$ cat src/rtl/keymap_controls.sv
// Purpose: decodes the {previous, latest} PS/2 keycode pair into debounced per-player
//          direction states with SOCD resolution and typematic move pulses.
// Latency: key_event 1 cycle after keycode changes; move_held/move_pulse 1 cycle later.
// Backpressure: none; keycode is level-held and sampled every cycle, outputs are strobes/levels.
//
// Ports:
//   clk        91 MHz keyboard-domain clock
//   rst        synchronous reset, active-low
//   keycode    {previous byte, latest byte} from top_keyboard, level-held
//   move_held  resolved direction state, bit p*4+d (d: 0=up, 1=down, 2=right, 3=left)
//   move_pulse one-cycle move strobe (initial press, then typematic repeats), bit p*4+d
//   key_event  one-cycle strobe on every decoded make/break, mapped or not
module keymap_controls #(
  parameter int                      NUM_PLAYERS   = 2,
  parameter logic [NUM_PLAYERS*32-1:0] KEYMAP      = {8'h4B, 8'h3B, 8'h42, 8'h43,
                                                      8'h1C, 8'h23, 8'h1B, 8'h1D},
  parameter bit                      SOCD_MODE     = 1'b0,
  parameter int unsigned             DELAY_CYCLES  = 27_300_000,
  parameter int unsigned             PERIOD_CYCLES = 9_100_000
) (
  input  logic                     clk,
  input  logic                     rst,
  input  logic [15:0]              keycode,
  output logic [NUM_PLAYERS*4-1:0] move_held,
  output logic [NUM_PLAYERS*4-1:0] move_pulse,
  output logic                     key_event
);

  localparam int NB = NUM_PLAYERS * 4;  // one bit per player/direction
  localparam int NA = NUM_PLAYERS * 2;  // one flag per player/axis

  localparam int unsigned CNT_MAX = (DELAY_CYCLES > PERIOD_CYCLES) ? DELAY_CYCLES : PERIOD_CYCLES;
  localparam int          CW      = (CNT_MAX < 2) ? 1 : $clog2(CNT_MAX + 1);
  localparam logic [CW-1:0] DLY_LD = CW'(DELAY_CYCLES);
  localparam logic [CW-1:0] PER_LD = CW'(PERIOD_CYCLES);

  logic [15:0]   kc_q;
  logic          armed_q;
  logic [NB-1:0] raw_q,   raw_d;
  logic [NA-1:0] flag_q,  flag_d;   // 1 = second direction of the axis (down/left) made last
  logic [NB-1:0] held_q,  held_d;
  logic [NB-1:0] pulse_q, pulse_d;
  logic          event_q, event_d;
  logic [CW-1:0] cnt_q [NB];
  logic [CW-1:0] cnt_d [NB];

  logic [7:0] lo_byte;
  logic [7:0] hi_byte;

  assign lo_byte = keycode[7:0];
  assign hi_byte = keycode[15:8];

  // Any change of the held pair is a new event, except when the latest byte is
  // itself a break/extended prefix: the real key byte follows on the next change.
  assign event_d = armed_q && (keycode != kc_q) &&
                   (lo_byte != 8'hF0) && (lo_byte != 8'hE0);

  // Raw key state and last-made flags. Bit b = p*4+d lines up with byte b of KEYMAP.
  always_comb begin
    raw_d  = raw_q;
    flag_d = flag_q;
    if (event_d) begin
      for (int b = 0; b < NB; b++) begin
        if (KEYMAP[b*8 +: 8] == lo_byte) begin
          if (hi_byte == 8'hF0) begin
            raw_d[b] = 1'b0;
          end else if (!raw_q[b]) begin
            // typematic re-makes of a held key must not steal the axis flag
            raw_d[b]      = 1'b1;
            flag_d[b / 2] = (b % 2) == 1;
          end
        end
      end
    end
  end

  // SOCD resolution per axis: bits 2a and 2a+1 are the opposite pair.
  always_comb begin
    held_d = '0;
    for (int a = 0; a < NA; a++) begin
      if (SOCD_MODE == 1'b0) begin
        held_d[2*a]   = raw_q[2*a]   & ~raw_q[2*a+1];
        held_d[2*a+1] = raw_q[2*a+1] & ~raw_q[2*a];
      end else if (raw_q[2*a] && raw_q[2*a+1]) begin
        held_d[2*a]   = ~flag_q[a];
        held_d[2*a+1] =  flag_q[a];
      end else begin
        held_d[2*a]   = raw_q[2*a];
        held_d[2*a+1] = raw_q[2*a+1];
      end
    end
  end

  // Typematic engine. The counter counts down to 1 so that pulse spacing equals
  // the programmed value exactly; a zero reload parks it and stops repeats.
  always_comb begin
    pulse_d = '0;
    for (int b = 0; b < NB; b++) begin
      cnt_d[b] = '0;
      if (held_d[b] && !held_q[b]) begin
        pulse_d[b] = 1'b1;
        cnt_d[b]   = DLY_LD;
      end else if (held_d[b]) begin
        if (cnt_q[b] == CW'(1)) begin
          pulse_d[b] = 1'b1;
          cnt_d[b]   = PER_LD;
        end else if (cnt_q[b] != '0) begin
          cnt_d[b] = cnt_q[b] - CW'(1);
        end
      end
    end
  end

  always_ff @(posedge clk) begin
    kc_q <= keycode;
    if (!rst) begin
      armed_q <= 1'b0;
      raw_q   <= '0;
      flag_q  <= '0;
      held_q  <= '0;
      pulse_q <= '0;
      event_q <= 1'b0;
      for (int b = 0; b < NB; b++) begin
        cnt_q[b] <= '0;
      end
    end else begin
      armed_q <= 1'b1;
      raw_q   <= raw_d;
      flag_q  <= flag_d;
      held_q  <= held_d;
      pulse_q <= pulse_d;
      event_q <= event_d;
      for (int b = 0; b < NB; b++) begin
        cnt_q[b] <= cnt_d[b];
      end
    end
  end

  assign move_held  = held_q;
  assign move_pulse = pulse_q;
  assign key_event  = event_q;

endmodule

$ cat config.mk
export PLATFORM = sky130hd
export DESIGN_NAME = keymap_controls
export DESIGN_NICKNAME = d
export VERILOG_FILES = /design/src/rtl/keymap_controls.sv
export SDC_FILE = /design/constraint.sdc
export NUM_CORES = 1
export LEC_CHECK = 0
export ABC_AREA = 0
export CORE_MARGIN = 10
export CORE_UTILIZATION = 30
export CTS_CLUSTER_SIZE = 10
export DETAILED_ROUTE_END_ITERATION = 8
export PLACE_DENSITY_LB_ADDON = 0.15
export SLEW_MARGIN = 0
export SYNTH_ARGS = -nofsm -noshare
export SYNTH_HDL_FRONTEND = slang
export SYNTH_SLANG_ARGS = --single-unit
$ cat constraint.sdc
create_clock -name clk -period 2.15 [get_ports clk]
set_clock_uncertainty 0.1 [all_clocks]
set_input_delay 0.3225 -clock clk [delete_from_list [all_inputs] [get_ports clk]]
set_output_delay 0.3225 -clock clk [all_outputs]
set_load 0.01 [all_outputs]
==> qor_table.md <==
| Metric | This run |
|---|---|
| Status | complete, but fails checks |
| Violations in the final reports | setup timing |
| Setup violators final | 12 |
| FFs w/ async S/R, synth | 0% |
| Routability cong. | 0.7815 |
| Share of final-layout standard cells stronger than drive strength 1 | 20.40% |
| Detail-routed via count per cell | 4.750 |
| Met2 track demand over resource in global routing | 18.00% |
| CP Data Arrival Time | 2.54 ns |
| Total internal power | 7.542 mW |
| Beginning of the worst hold path | keycode[14] |
| Total count of hold-check failures in the final report | 0 |
| Launching point of the worst reg2reg path | cnt_q[0][94]$_SDFF_PP0_ |
| Worst relative slew slack | 70.15% |
| Largest net degree at the start of global routing | 16 |
| Worst-case hold slack | 0.2018 ns |
| Areal power density over the cells | 673.0 nW/um^2 |
| Leading cell types in the layout, fill and taps excluded | 238 x sky130_fd_sc_hd__dfxtp_1, 163 x sky130_fd_sc_hd__nor2_1, 150 x sky130_fd_sc_hd__buf_4 |
| Required time worst endpoint | 2.49 ns |
| HPWL after detailed placement | 18140 um |
| WL/cell | 13.31 um |
| Die Span X | 210.6 um |
| Unrepaired setup endpoints after global routing | true |
| Fin crit share | 102.2% |
| H-tree Lvls | 1 |
| Number of top-level pins | 35 |
| Number of clock sinks | 242 |
| Total clock buffers created by CTS | 31 |
| Initial standard-cell utilization of the core | 30.50% |
| Post-Layout Inst Area | 14180 um^2 |
| Final count of pins violating max slew | 0 |
| GRT Resource Usage Total | 11.25% |
| FF-to-FF path depth | 6 |
| Sum Neg Setup Slack | -0.4533 ns |
| Die outline height | 210.6 um |
| Max-cap violation count | 0 |
| Net count of the mapped netlist | 1268 |
| Minimum setup slack in the final design | -0.04795 ns |
| Synthesized netlist cell count | 1226 |
| CORE AREA | 35740 um^2 |
| CTS tree | built |
| Average cell area after synthesis | 8.891 um^2 |
| Actual slew at the worst max-slew pin | 0.4436 ns |
| Peak clock frequency supported by timing | 455.0 MHz |
| Sequential share of power | 47.3% |
| Buffer depth of the longest clock path | 3 |
| Count of input and output buffers | 34 |
| CP Capture Type | flip-flop |
| Wire length of the first global-routing pass | 42920 um |
| Switching share of total power | 20.96% |
| Busiest metal layer after global routing | met2 |
| Post-synthesis cell area | 10900 um^2 |
| Startpoint of the most critical setup path | cnt_q[0][94]$_SDFF_PP0_ |
| # nets final | 1461 |
| Share of synthesized area occupied by flip-flops and latches | 44.44% |
| M1 GR Usage | 15.16% |
| Fraction of power consumed by the clock network | 50.9% |
| Cell at the root of the clock tree | sky130_fd_sc_hd__clkbuf_16 |
| Post-synthesis to final-layout area growth | 30.07% |
| Synthesized flop and latch total | 242 |
| Initial antenna violation count | 0 |
| # hold bufs at CTS | 0 |
| Die Area | 44360 um^2 |
| Count of antenna-violating nets left after detailed routing | 0 |
| Clock latency on the worst-skew pair | 0.56 ns |
| DRC violation count after routing | 0 |
| GR met3 Demand/Resource | 2.122% |
| Critical-path maximum fanout | 6 |
| Vias in the first global route | 8701 |
| Synth warnings | 0 |
| Number of design-rule violations left by the first detailed-router iteration | 280 |
| Setup slack on the worst flop-to-flop path | -0.05 ns |
| Class of the most critical hold timing path | in -> reg |
| Relative contribution of combinational cells to total power | 1.7% |
| Number of core rows | 69 |
| Min cycle time layout | 2.198 ns |
| Placement-stage cell area | 12890 um^2 |
| Final Util | 39.67% |
| Overall routed net length | 25240 um |
| Class of the most critical setup path | reg -> reg |
| Cell depth of the worst hold path | 1 |
| Total leakage power | 6.694 nW |
| Count of vias placed by the detailed router | 9010 |
| Clock transition time at the flip-flop clock pins of the worst setup and hold paths | 0.05 ns |
| Number of enable flip-flop cells after synthesis | 0 |
| Total iterations of the first detailed-routing run | 5 |
| Startpoint type of the worst setup path | flip-flop |
| Leading cell type in the layout, fill and taps excluded | sky130_fd_sc_hd__dfxtp_1 |
| Flip-flop cell with the highest count after synthesis | sky130_fd_sc_hd__dfxtp_1 |
| Overflow after GRT | 0 |
| Largest voltage drop on the vdd net | 0.0005154 V |
| Antenna diode instance count | 0 |
| Net switching power figure | 2.000 mW |
| Count of different cell masters after synthesis | 58 |
through the flow:
stage                     cells  worst slack (ns)  total power, mW
after floorplan            1226           -0.1101            4.683
after global placement     1845           -0.2782            4.779
after detailed placement   1845           -0.2842            4.779
after CTS                  1895          -0.04718            9.747
after global routing       1897           -0.1235            9.927
final                      1897          -0.04795            9.542
logic make-up after synthesis:
family	count (synthesis)	share of synthesized area [%]
AND/OR/NAND/NOR	545	26.24
adder cells (fa/ha/maj)	24	2.755
buffers and inverters	59	2.135
XOR/XNOR	184	14.78
AO/OA/AOI/OAI	172	9.642
flip-flops	242	44.44
synth_stat cells (all sizes together) (26+ instances only):
library cell	n	share of area (%)
o21ai	82	3.8
nor4	47	2.9
nor2	174	6.0
a21oi	37	1.7
xnor2	117	9.4
or3	28	1.7
inv	31	1.1
or4	26	1.9
nand4	26	1.5
nand3	35	1.6
nand2	77	2.7
dfxtp	242	44
nor3	60	2.8
xor2	67	5.4
final timing paths:
path / endpoint
worst min-delay path: kc_q[14]$_DFF_P_
worst min register to register: cnt_q[1][50]$_SDFF_PP0_
worst max register to register: cnt_q[0][93]$_SDFF_PP0_
worst max-delay path: cnt_q[0][93]$_SDFF_PP0_
worst max-delay path, cell delays in order (launching register included):
cell                      delay, ns
sky130_fd_sc_hd__dfxtp_2       0.31
sky130_fd_sc_hd__or3_4         0.38
sky130_fd_sc_hd__or4_4         0.52
sky130_fd_sc_hd__or3_4         0.38
sky130_fd_sc_hd__o21ai_4       0.20
sky130_fd_sc_hd__buf_6         0.16
sky130_fd_sc_hd__nor2_1        0.04
flip-flops by register name, indices dropped and copies added (netlist names):
| signal | cells |
|---|---|
| cnt_q | 200 |
| kc_q | 16 |
| move_held | 8 |
| move_pulse | 8 |
| raw_q | 8 |
| armed_q | 1 |
| key_event | 1 |
area by class of cell:
cell class	instances	area, um^2
Clock buffer	45	888.4
Clock inverter	5	57.56
Timing Repair Buffer	188	1519
Fill cell	3648	21560
Sequential cell	242	4850
Inverter	31	116.4
Tap cell	461	576.8
Multi-Input combinational cell	925	6171
power groups by stage:
| stage | Clock, mW | Combinational, mW | Sequential (mW) |
|---|---|---|---|
| after floorplan | 0 | 0.0707 | 4.61 |
| after CTS | 5.07 | 0.166 | 4.52 |
| after global routing | 5.23 | 0.182 | 4.52 |
| after detailed placement | 0 | 0.165 | 4.61 |
| after global placement | 0 | 0.166 | 4.61 |
| final | 4.86 | 0.165 | 4.52 |
per-layer routing:
layer / part of all wire (%) / routed length [um] / up-vias
met5: 0 / 0 / -
met4: 2.4 / 598 / 0
met3: 3.4 / 861 / 37
met2: 45 / 11240 / 93
met1: 50 / 12540 / 4176
li1: - / - / 4704
timing repair:
action / CTS / global route
pin swaps: 6 / 13
setup endpoints to repair: 49 / 156
gates resized for setup: 17 / 60
buffers inserted: 0 / 2
Note: power is estimated with default switching activity, not from simulation.
